### config.mk
export PLATFORM = sky130hd
export DESIGN_NAME = mc_ctrl_fsm
export DESIGN_NICKNAME = d
export VERILOG_FILES = /design/src/rtl/mc_ctrl_fsm.sv
export SDC_FILE = /design/constraint.sdc
export NUM_CORES = 1
export LEC_CHECK = 0
export ABC_AREA = 1
export BUFFER_PORTS_ARGS = -buffer_cell sky130_fd_sc_hd__buf_2
export CAP_MARGIN = 10
export CORE_MARGIN = 3
export CORE_UTILIZATION = 46
export CTS_BUF_LIST = sky130_fd_sc_hd__clkbuf_8
export CTS_CLUSTER_DIAMETER = 100
export CTS_CLUSTER_SIZE = 8
export DETAILED_ROUTE_END_ITERATION = 10
export PLACE_DENSITY_LB_ADDON = 0.15
export SETUP_SLACK_MARGIN = 0.1
export SLEW_MARGIN = 0
export SYNTH_ARGS = -nofsm -noshare
export SYNTH_HDL_FRONTEND = slang
export SYNTH_SLANG_ARGS = --single-unit
### constraint.sdc
create_clock -name clk -period 1.7 [get_ports clk]
set_input_delay 0.34 -clock clk [delete_from_list [all_inputs] [get_ports clk]]
set_output_delay 0.34 -clock clk [all_outputs]
set_load 0.05 [all_outputs]
### src/rtl/mc_ctrl_fsm.sv
// ---------------------------------------------------------------------------
// mc_ctrl_fsm
//   Multi-cycle MIPS main controller with integrated ALU-control decode.
//   Steps each instruction through FETCH/DECODE/execute/memory/writeback
//   states and drives the datapath enables and mux selects. Outputs are
//   Moore (decoded from the current state). The one exception is PCEn in
//   BRANCH, which follows the ALU Zero flag combinationally.
//
// Ports
//   clk, rst_n      clock (rising edge), asynchronous active-low reset
//   Op, Funct       IR[31:26] / IR[5:0], held stable by the datapath
//   Zero            ALU zero flag, used to resolve beq/bne
//   ALUC            ALU operation select
//   ALUSrcA/B       ALU operand mux selects
//   ZeroExt         zero-extend the immediate (andi/ori)
//   IorD            memory address select, 0=PC 1=ALUOut
//   MemRead/Write   memory strobes (never both high)
//   IRWrite         instruction register load
//   RegDst          write register select, 0=rt 1=rd
//   MemtoReg        writeback data select, 0=ALUOut 1=MDR
//   RegWrite        register file write enable
//   PCSrc           PC source, 00=ALU 01=ALUOut 10=jump target
//   PCEn            PC load enable
//   Illegal         one-cycle pulse on an unsupported instruction
//   State           current state code, debug only
// ---------------------------------------------------------------------------
module mc_ctrl_fsm (
   input  logic       clk,
   input  logic       rst_n,
   input  logic [5:0] Op,
   input  logic [5:0] Funct,
   input  logic       Zero,
   output logic [3:0] ALUC,
   output logic       ALUSrcA,
   output logic [1:0] ALUSrcB,
   output logic       ZeroExt,
   output logic       IorD,
   output logic       MemRead,
   output logic       MemWrite,
   output logic       IRWrite,
   output logic       RegDst,
   output logic       MemtoReg,
   output logic       RegWrite,
   output logic [1:0] PCSrc,
   output logic       PCEn,
   output logic       Illegal,
   output logic [3:0] State
);

   typedef enum logic [3:0] {
      S_RESET   = 4'd0,
      S_FETCH   = 4'd1,
      S_DECODE  = 4'd2,
      S_MEMADR  = 4'd3,
      S_MEMRD   = 4'd4,
      S_MEMWB   = 4'd5,
      S_MEMWR   = 4'd6,
      S_RTEX    = 4'd7,
      S_ALUWB   = 4'd8,
      S_BRANCH  = 4'd9,
      S_IMMEX   = 4'd10,
      S_IMMWB   = 4'd11,
      S_JUMP    = 4'd12,
      S_ILLEGAL = 4'd13
   } state_e;

   // opcodes
   localparam logic [5:0] OP_RTYPE = 6'b000000;
   localparam logic [5:0] OP_J     = 6'b000010;
   localparam logic [5:0] OP_BEQ   = 6'b000100;
   localparam logic [5:0] OP_BNE   = 6'b000101;
   localparam logic [5:0] OP_ADDI  = 6'b001000;
   localparam logic [5:0] OP_SLTI  = 6'b001010;
   localparam logic [5:0] OP_ANDI  = 6'b001100;
   localparam logic [5:0] OP_ORI   = 6'b001101;
   localparam logic [5:0] OP_LW    = 6'b100011;
   localparam logic [5:0] OP_SW    = 6'b101011;

   // R-type function codes
   localparam logic [5:0] FN_ADD = 6'b100000;
   localparam logic [5:0] FN_SUB = 6'b100010;
   localparam logic [5:0] FN_AND = 6'b100100;
   localparam logic [5:0] FN_OR  = 6'b100101;
   localparam logic [5:0] FN_NOR = 6'b100111;
   localparam logic [5:0] FN_SLT = 6'b101010;

   // ALU control encodings
   localparam logic [3:0] ALU_ADD = 4'b0010;
   localparam logic [3:0] ALU_SUB = 4'b0110;
   localparam logic [3:0] ALU_AND = 4'b0000;
   localparam logic [3:0] ALU_OR  = 4'b0001;
   localparam logic [3:0] ALU_NOR = 4'b1100;
   localparam logic [3:0] ALU_SLT = 4'b0111;

   state_e state_q, state_d;

   // R-type funct decode; the flag tells DECODE whether to take RTEX.
   logic       fn_ok;
   logic [3:0] fn_aluc;

   always_comb begin
      fn_ok   = 1'b1;
      fn_aluc = ALU_ADD;
      case (Funct)
         FN_ADD:  fn_aluc = ALU_ADD;
         FN_SUB:  fn_aluc = ALU_SUB;
         FN_AND:  fn_aluc = ALU_AND;
         FN_OR:   fn_aluc = ALU_OR;
         FN_NOR:  fn_aluc = ALU_NOR;
         FN_SLT:  fn_aluc = ALU_SLT;
         default: fn_ok   = 1'b0;
      endcase
   end

   // Immediate-op decode, shared by IMMEX and IMMWB so the ALU result
   // stays consistent while it is written back.
   logic [3:0] imm_aluc;
   logic       imm_zext;

   always_comb begin
      imm_aluc = ALU_ADD;
      imm_zext = 1'b0;
      case (Op)
         OP_SLTI: imm_aluc = ALU_SLT;
         OP_ANDI: begin
            imm_aluc = ALU_AND;
            imm_zext = 1'b1;
         end
         OP_ORI: begin
            imm_aluc = ALU_OR;
            imm_zext = 1'b1;
         end
         default: imm_aluc = ALU_ADD;
      endcase
   end

   // state register
   always_ff @(posedge clk or negedge rst_n) begin
      if (!rst_n) state_q <= S_RESET;
      else        state_q <= state_d;
   end

   // next state
   always_comb begin
      state_d = S_FETCH;
      case (state_q)
         S_RESET:  state_d = S_FETCH;
         S_FETCH:  state_d = S_DECODE;
         S_DECODE: begin
            case (Op)
               OP_LW, OP_SW:                      state_d = S_MEMADR;
               OP_RTYPE:                          state_d = fn_ok ? S_RTEX : S_ILLEGAL;
               OP_BEQ, OP_BNE:                    state_d = S_BRANCH;
               OP_ADDI, OP_SLTI, OP_ANDI, OP_ORI: state_d = S_IMMEX;
               OP_J:                              state_d = S_JUMP;
               default:                           state_d = S_ILLEGAL;
            endcase
         end
         S_MEMADR: state_d = (Op == OP_SW) ? S_MEMWR : S_MEMRD;
         S_MEMRD:  state_d = S_MEMWB;
         S_RTEX:   state_d = S_ALUWB;
         S_IMMEX:  state_d = S_IMMWB;
         // every terminal state, plus the unused codes 14/15, restarts fetch
         default:  state_d = S_FETCH;
      endcase
   end

   // outputs
   always_comb begin
      ALUC     = ALU_ADD;
      ALUSrcA  = 1'b0;
      ALUSrcB  = 2'b00;
      ZeroExt  = 1'b0;
      IorD     = 1'b0;
      MemRead  = 1'b0;
      MemWrite = 1'b0;
      IRWrite  = 1'b0;
      RegDst   = 1'b0;
      MemtoReg = 1'b0;
      RegWrite = 1'b0;
      PCSrc    = 2'b00;
      PCEn     = 1'b0;
      Illegal  = 1'b0;
      case (state_q)
         S_FETCH: begin
            MemRead = 1'b1;
            IRWrite = 1'b1;
            ALUSrcB = 2'b01;
            PCEn    = 1'b1;
         end
         // PC+4+offset<<2 lands in ALUOut in case this turns out to be a branch
         S_DECODE: ALUSrcB = 2'b11;
         S_MEMADR: begin
            ALUSrcA = 1'b1;
            ALUSrcB = 2'b10;
         end
         S_MEMRD: begin
            MemRead = 1'b1;
            IorD    = 1'b1;
         end
         S_MEMWR: begin
            MemWrite = 1'b1;
            IorD     = 1'b1;
         end
         S_MEMWB: begin
            RegWrite = 1'b1;
            MemtoReg = 1'b1;
         end
         S_RTEX: begin
            ALUSrcA = 1'b1;
            ALUSrcB = 2'b00;
            ALUC    = fn_aluc;
         end
         S_ALUWB: begin
            RegWrite = 1'b1;
            RegDst   = 1'b1;
         end
         // compare via subtract; Zero from this same cycle gates the PC load
         S_BRANCH: begin
            ALUSrcA = 1'b1;
            ALUSrcB = 2'b00;
            ALUC    = ALU_SUB;
            PCSrc   = 2'b01;
            PCEn    = (Op == OP_BNE) ? ~Zero : Zero;
         end
         S_IMMEX: begin
            ALUSrcA = 1'b1;
            ALUSrcB = 2'b10;
            ALUC    = imm_aluc;
            ZeroExt = imm_zext;
         end
         S_IMMWB: begin
            RegWrite = 1'b1;
            RegDst   = 1'b0;
            ALUC     = imm_aluc;
            ZeroExt  = imm_zext;
         end
         S_JUMP: begin
            PCSrc = 2'b10;
            PCEn  = 1'b1;
         end
         S_ILLEGAL: Illegal = 1'b1;
         default: ;
      endcase
   end

   assign State = state_q;

endmodule

==> metrics, run 1 <==
status=stopped before the end; Stopped at=clock tree synthesis; tool error=[ERROR DPL-0033] detailed placement checks failed during check placement.; Commonest cells post-synth=nand2_1 (33), inv_1 (20), nor2_1 (18), nand3_1 (10), nor2_2 (7); Die Wd=45.52 um; Seq/Total Area, Yosys=13.94%; post-CTS setup buffers=6; area share of the largest cell type after synthesis=17.25%; H-tree depth=1; CTS Hold Bufs=1; Area contributors post-synth=nand2_1 (17%), dfrtp_1 (14%), inv_1 (10%); post-CTS resize count=44; I/O Buffers=37; Yosys Warn Count=0; Post-synth EDFFs=0; Mapped Area=718.2 sq um; clk sinks=4; clock tree buffer depth=2; Num CTS Buffers=3; Initial Util=51.95%; top cell type by total area after synthesis=nand2_1; Seq cells post-synth=4; gp weighted congestion=0.9150; die height=45.52 um; Post-DP HPWL=1.887 mm; top-count cell post-synth=nand2_1; Top FF cell, synth=dfrtp_1; Rows=13; Cells after Synth=132; IO Pins=38; Syn Nets=147; Syn Area/Cell=5.441 sq um; ys async rst share=100.0%; Unique masters post-synth=21; root buffer cell=clkbuf_8
-- per-stage QoR --
step / setup WS, ns / cells / area, sq um / TNS (ns)
floorplan: -0.2039 / 132 / 822.0 / -0.7246
global placement: -0.006433 / 195 / 1109 / -0.006433
detailed placement: -0.08205 / 195 / 1109 / -0.1052
-- cell families after synthesis --
| kind of cell | count (synthesis) | share of synthesized area [%] |
|---|---|---|
| simple gates | 91 | 63.76 |
| flops | 4 | 13.94 |
| compound gates | 11 | 8.711 |
| buf+inv | 26 | 13.59 |
==> run 2: changes to the inputs <==
--- a/config.mk
+++ b/config.mk
@@ -8,14 +8,10 @@
 export ABC_AREA = 1
 export BUFFER_PORTS_ARGS = -buffer_cell sky130_fd_sc_hd__buf_2
 export CAP_MARGIN = 10
-export CORE_MARGIN = 3
-export CORE_UTILIZATION = 46
-export CTS_BUF_LIST = sky130_fd_sc_hd__clkbuf_8
-export CTS_CLUSTER_DIAMETER = 100
-export CTS_CLUSTER_SIZE = 8
+export CORE_AREA = 3 3 64 66
 export DETAILED_ROUTE_END_ITERATION = 10
+export DIE_AREA = 0 0 67 69
 export PLACE_DENSITY_LB_ADDON = 0.15
-export SETUP_SLACK_MARGIN = 0.1
 export SLEW_MARGIN = 0
 export SYNTH_ARGS = -nofsm -noshare
 export SYNTH_HDL_FRONTEND = slang
==> run 2 against run 1 <==
  * The flow now finishes, with violations (setup timing)
  * Synthesized area stayed put
  * Synthesized cell count stayed put
==> metrics, run 2 <==
Num CTS Buffers=3 (unchanged); type of the worst min-delay path=in -> async; critical path class=reg -> out; clock tree buffer depth=2 (unchanged); Seq cells post-synth=4 (unchanged); Layout area overhead=88.85%; startpoint type of the worst setup path=flop; Die Wd=67 um (+47%); top-count cell post-synth=nand2_1; Rows=22 (+9); Worst-Margin Slew=0.2556 ns; Post-DP HPWL=2.066 mm (+9.4%); Worst EP required=1.36 ns; vias in the first global route=965; final worst-path setup slack=-0.07537 ns; gr ovfl total=0; Residual DRC=0; Post-synth EDFFs=0 (unchanged); Area contributors post-synth=nand2_1 (17%), dfrtp_1 (14%), inv_1 (10%); largest net degree at the start of global routing=7; Die Footprint=0.004623 sq mm; leakage power total=0.7202 nW; final hold violations=0; Syn Area/Cell=5.441 sq um (unchanged); I/O Buffers=37 (unchanged); drt first pass iters=4; RSZ-0062 raised after global routing=true; global-route wire length before repair=4.077 mm; IO Pins=38 (unchanged); critical path endpoint category=output pin; clk sinks=4 (unchanged); total power=2.479 mW; Commonest cells post-synth=nand2_1 (33), inv_1 (20), nor2_1 (18), nand3_1 (10), nor2_2 (7); Clock Latency Late Sink=0.22 ns; failing checks=setup timing; FMAX=563.3 MHz; critical path's slowest cell=dfrtp_2; NetSw=1.511 mW; Setup WS pre-CTS=-0.06063 ns (+0.02142 ns); Seq pwr share=9.5%; number of max-cap violations=0; CP max stage delay=0.41 ns; leading cell type in the layout, fill and taps excluded=nand2_1; Core Area=0.003633 sq mm; Cells after Synth=132 (unchanged); clock transition at the registers of the reported paths=0.03 ns; fin. max-slew vios=0; Total Nets Final=207; initial antenna violation count=0; CP most frequent cell=buf_6; final period utilization=104.4%; critical path, cell by cell=buf_6, nand2_4, nor2_4, nand4_1, nand2_1, inv_2, buf_6; ant diodes=0; status=complete, but fails checks; top cell type by total area after synthesis=nand2_1; area share of the largest cell type after synthesis=17.25% (unchanged); max_slew headroom=83.08%; die height=69 um (+52%); Seq/Total Area, Yosys=13.94% (unchanged); ys async rst share=100.0% (unchanged); total track usage=11.06%; Mapped Area=718.2 sq um (unchanged); combinational power share=82.2%; Critical R2R Capture=State[0]$_DFF_PN0_; Routed Antenna Nets=0; Initial Util=19.77% (-32 points); CTS tree=done; H-tree depth=1 (unchanged); gp weighted congestion=0.8590 (-6.1%); Register-to-Register Path Depth=7; DR WL/cell=10.13 um; Unique masters post-synth=21 (unchanged); CP max FO=5; most frequent cells in the layout=nand2_1 (30), buf_2 (21), buf_4 (20); power density over the cells=1828 mW/mm^2; root buffer cell=clkbuf_8; clock skew=0.004570 ns; Routed WL=2.412 mm; Via Count=1031; clock network power share=8.3%; Top FF cell, synth=dfrtp_1; switching part of the total=60.96%; fin crit period=1.775 ns; share of layout cells above drive strength 1=55.79%; Peak VDD IR=522.9 uV; Internal Power=0.9679 mW; DR vias/cell=4.332; crit path DAT=1.44 ns; Yosys Warn Count=0 (unchanged); Syn Nets=147 (unchanged); Setup violations, final=6; R2R setup slack=0.40 ns; max reg flops=4; r2r startpoint=State[1]$_DFF_PN0_; 1st-iter DRT viols=63
-- run 2: layout make-up --
| class | count | area [sq um] |
|---|---|---|
| Sequential cell | 4 | 105.1 |
| Inverter | 26 | 105.1 |
| Tap cell | 48 | 60.06 |
| Multi-Input combinational cell | 102 | 633.1 |
| Fill cell | 422 | 2277 |
| Clock buffer | 3 | 41.29 |
| Timing Repair Buffer | 55 | 411.6 |
-- run 2: metrics by stage --
| step | hold WS (ns) | area [sq um] | util, % | TNS (ns) | cells |
|---|---|---|---|---|---|
| after floorplan | 0.04441 | 807.0 | - | -0.7157 | 132 |
| after global placement | 0.1420 | 1157 | 31.85 | -0.07371 | 231 |
| after detailed placement | 0.1457 | 1157 | 31.85 | -0.06178 | 231 |
| after CTS | 0.4503 | 1318 | 36.26 | -0.3076 | 237 |
| after global routing | 0.4807 | 1356 | 37.33 | -1.025 | 238 |
| final | 0.4473 | 1356 | 37.33 | -0.1778 | 238 |
-- run 2: repair_timing --
action	CTS	global route
setup buffers	2	1
hold endpoints to repair	4	0
hold buffers	1	0
pin swaps	5	5
gates resized for setup	30	11
endpoints found under the setup margin	14	17
-- run 2: layer usage --
metal  wire length [um]  GRT usage [%]  vias up
met2               1153          18.23       44
met1               1046          14.13      438
met4                 60          6.081        0
li1                   -              -      543
met3                152         0.3257        6
met5                  0              0        -
-- run 2: power by group through the flow --
stage / clock, mW / combinational [mW] / sequential [mW]
2_1_floorplan: 0 / 1.17 / 0.371
3_3_place_gp: 0 / 1.75 / 0.235
3_5_place_dp: 0 / 1.75 / 0.235
4_1_cts: 0.207 / 2.00 / 0.239
5_1_grt: 0.213 / 2.17 / 0.248
6_report: 0.205 / 2.04 / 0.236
-- run 2: cells by family (layout without fill, tap and decap cells) --
kind of cell	count (synthesis)	count (layout)	share of synthesized area, %
flip-flops	4	4	13.94
AND/OR/NAND/NOR	91	91	63.76
buffers and inverters	26	84	13.59
AO/OA/AOI/OAI	11	11	8.711
-- run 2: how the worst max path moves through the flow --
| stage | startpoint | to | slack [ns] | cells after the start |
|---|---|---|---|---|
| floorplan | State[2]$_DFF_PN0_ | PCEn | -0.20 | 7 |
| global placement | Funct[2] | ALUC[2] | -0.07 | 10 |
| detailed placement | Funct[2] | ALUC[2] | -0.06 | 10 |
| CTS | State[1]$_DFF_PN0_ | PCEn | -0.07 | 8 |
| global route | State[1]$_DFF_PN0_ | PCEn | -0.15 | 8 |
| finish | State[2]$_DFF_PN0_ | ALUC[1] | -0.08 | 7 |
-- run 2: worst max-delay path: cells and delay by family, from the launching register on --
kind / cells / cell delay (ns)
DFF: 1 / 0.41
buffers and inverters: 3 / 0.30
and+or+nand+nor: 4 / 0.50
Note: power is estimated with default switching activity, not from simulation.
==> run 3: changes to the inputs <==
--- a/config.mk
+++ b/config.mk
@@ -9,9 +9,10 @@
 export BUFFER_PORTS_ARGS = -buffer_cell sky130_fd_sc_hd__buf_2
 export CAP_MARGIN = 10
 export CORE_AREA = 3 3 64 66
+export CTS_BUF_LIST = sky130_fd_sc_hd__clkbuf_16
 export DETAILED_ROUTE_END_ITERATION = 10
 export DIE_AREA = 0 0 67 69
-export PLACE_DENSITY_LB_ADDON = 0.15
+export PLACE_DENSITY = 0.44
 export SLEW_MARGIN = 0
 export SYNTH_ARGS = -nofsm -noshare
 export SYNTH_HDL_FRONTEND = slang
==> run 3 against run 2 <==
  * The flow still finishes with violations (setup timing)
  * Sequential power shrank 2%
  * Non-clock buffer count grew 6
  * Hold slack gained 0.014 ns
  * Combinational power increased by 5%
  * Critical path type unchanged
  * Largest power group unchanged
==> metrics, run 3 (synthesis gave the netlist of run 2 again) <==
I/O Buffers=37 (unchanged); Routed Antenna Nets=0 (unchanged); Worst EP required=1.36 ns (about the same); Die Footprint=0.004623 sq mm (unchanged); power density over the cells=1880 mW/mm^2 (+2.9%); startpoint type of the worst setup path=flop; H-tree depth=1 (unchanged); max reg flops=4 (unchanged); IO Pins=38 (unchanged); DR WL/cell=10.21 um (+0.74%); FMAX=567.6 MHz (+0.77%); gp weighted congestion=0.8258 (-3.9%); critical path, cell by cell=nand2_1, nor2_4, buf_4, nor2_2, nand3_2, buf_8; Setup violations, final=3 (-3); clock transition at the registers of the reported paths=0.03 ns (about the same); fin area=0.001455 sq mm (+7.3%); placed cell area=0.001157 sq mm (unchanged); CP max stage delay=0.43 ns (+0.02 ns); clock skew=0.001166 ns (-0.003404 ns); initial antenna violation count=0 (unchanged); final period utilization=103.6% (-0.80 points); ant diodes=0 (unchanged); CTS tree=done; RSZ-0062 raised after global routing=true; Initial Util=19.77% (unchanged); Clock Latency Late Sink=0.22 ns (about the same); Total Nets Final=213 (+2.9%); Peak VDD IR=623.3 uV (+19%); Num CTS Buffers=3 (unchanged); Layout area overhead=102.6%; Via Count=1035 (+0.39%); WP buf/inv=2 (-1); share of layout cells above drive strength 1=59.69% (+3.9 points); placed instance count=231 (unchanged); global-route wire length before repair=4.015 mm (-1.5%); clk sinks=4 (unchanged); type of the worst min-delay path=in -> async; leading cell type in the layout, fill and taps excluded=nand2_1; non-filler cells, final=244 (+2.5%); gr ovfl total=0 (unchanged); Util after Layout=40.05% (+2.7 points); Fin Setup TNS=-0.1148 ns (+0.06299 ns); Worst-Margin Slew=0.2519 ns (-0.003625 ns); delay-heaviest family, CP=simple AND/OR/NAND/NOR gates; fin. max-slew vios=0 (unchanged); DR vias/cell=4.242 (-2.1%); critical path endpoint category=output pin; Die Wd=67 um (unchanged); total track usage=10.47% (-0.59 points); CP max FO=4 (-1); largest net degree at the start of global routing=7 (unchanged); drt first pass iters=4 (unchanged); status=complete, but fails checks; total power=2.736 mW (+10%); Residual DRC=0 (unchanged); failing checks=setup timing; vias in the first global route=966 (+0.10%); final worst-path setup slack=-0.06184 ns (+0.01353 ns); Post-DP HPWL=2.076 mm (+0.50%); most frequent cells in the layout=nand2_1 (28), buf_4 (26), buf_2 (21); critical path's slowest cell=dfrtp_2; Rows=22 (unchanged); die height=69 um (unchanged); root buffer cell=clkbuf_16; final hold violations=0 (unchanged); clock tree buffer depth=2 (unchanged); critical path class=reg -> out; Routed WL=2.491 mm (+3.3%); max_slew headroom=83.14% (about the same); 1st-iter DRT viols=28 (-56%); number of max-cap violations=0 (unchanged); Core Area=0.003633 sq mm (unchanged); crit path DAT=1.42 ns (-0.02 ns); fin crit period=1.762 ns (-0.01353 ns); leakage power total=0.7838 nW (+8.8%)
run 3: what timing repair did:
action	CTS	global route
pin swaps	5	4
resized for setup	31	18
hold buffers	1	0
buffers inserted	5	4
endpoints found under the hold margin	4	0
endpoints found under the setup margin	13	16
run 3: final timing paths:
path                            slack, ns                from                  to  cells after the start
worst max-delay path                -0.06  State[0]$_DFF_PN0_             ALUSrcA                      6
worst min-delay path                 0.46               rst_n  State[1]$_DFF_PN0_                      2
worst max register to register       0.38  State[1]$_DFF_PN0_  State[0]$_DFF_PN0_                      7
worst min register to register       0.77  State[1]$_DFF_PN0_  State[2]$_DFF_PN0_                      4
max in group asynchronous            1.11               rst_n  State[0]$_DFF_PN0_                      2
min in group clk                     0.62               Op[0]  State[3]$_DFF_PN0_                      6
run 3: routing by layer:
| layer | part of all wire (%) | up-vias | GRT usage [%] | wire length (um) |
|---|---|---|---|---|
| met5 | 0 | - | 0 | 0 |
| met4 | 0.60 | 0 | 3.153 | 15 |
| met3 | 4.8 | 2 | 0.8143 | 120 |
| met2 | 47 | 25 | 17.14 | 1177 |
| met1 | 47 | 454 | 14.33 | 1177 |
| li1 | - | 554 | - | - |
run 3: cell type report:
class                           count  area [sq um]
Fill cell                         392          2178
Multi-Input combinational cell    102         645.6
Timing Repair Buffer               61         464.2
Sequential cell                     4         105.1
Inverter                           26         105.1
Clock buffer                        3         75.07
Tap cell                           48         60.06
run 3: power by group:
part           leakage [nW]  total (mW)  internal (mW)  switching (mW)
clock                0.0370       0.359          0.300          0.0589
sequential           0.0452       0.231          0.151          0.0795
combinational         0.702        2.15          0.733            1.41
total                 0.784        2.74           1.18            1.55
run 3: metrics by stage:
step / hold slack (ns) / setup slack, ns
floorplan: 0.04441 / -0.2039
global placement: 0.1435 / 0.009279
detailed placement: 0.1467 / -0.0001548
CTS: 0.4665 / -0.06264
global route: 0.4912 / -0.1399
finish: 0.4615 / -0.06184
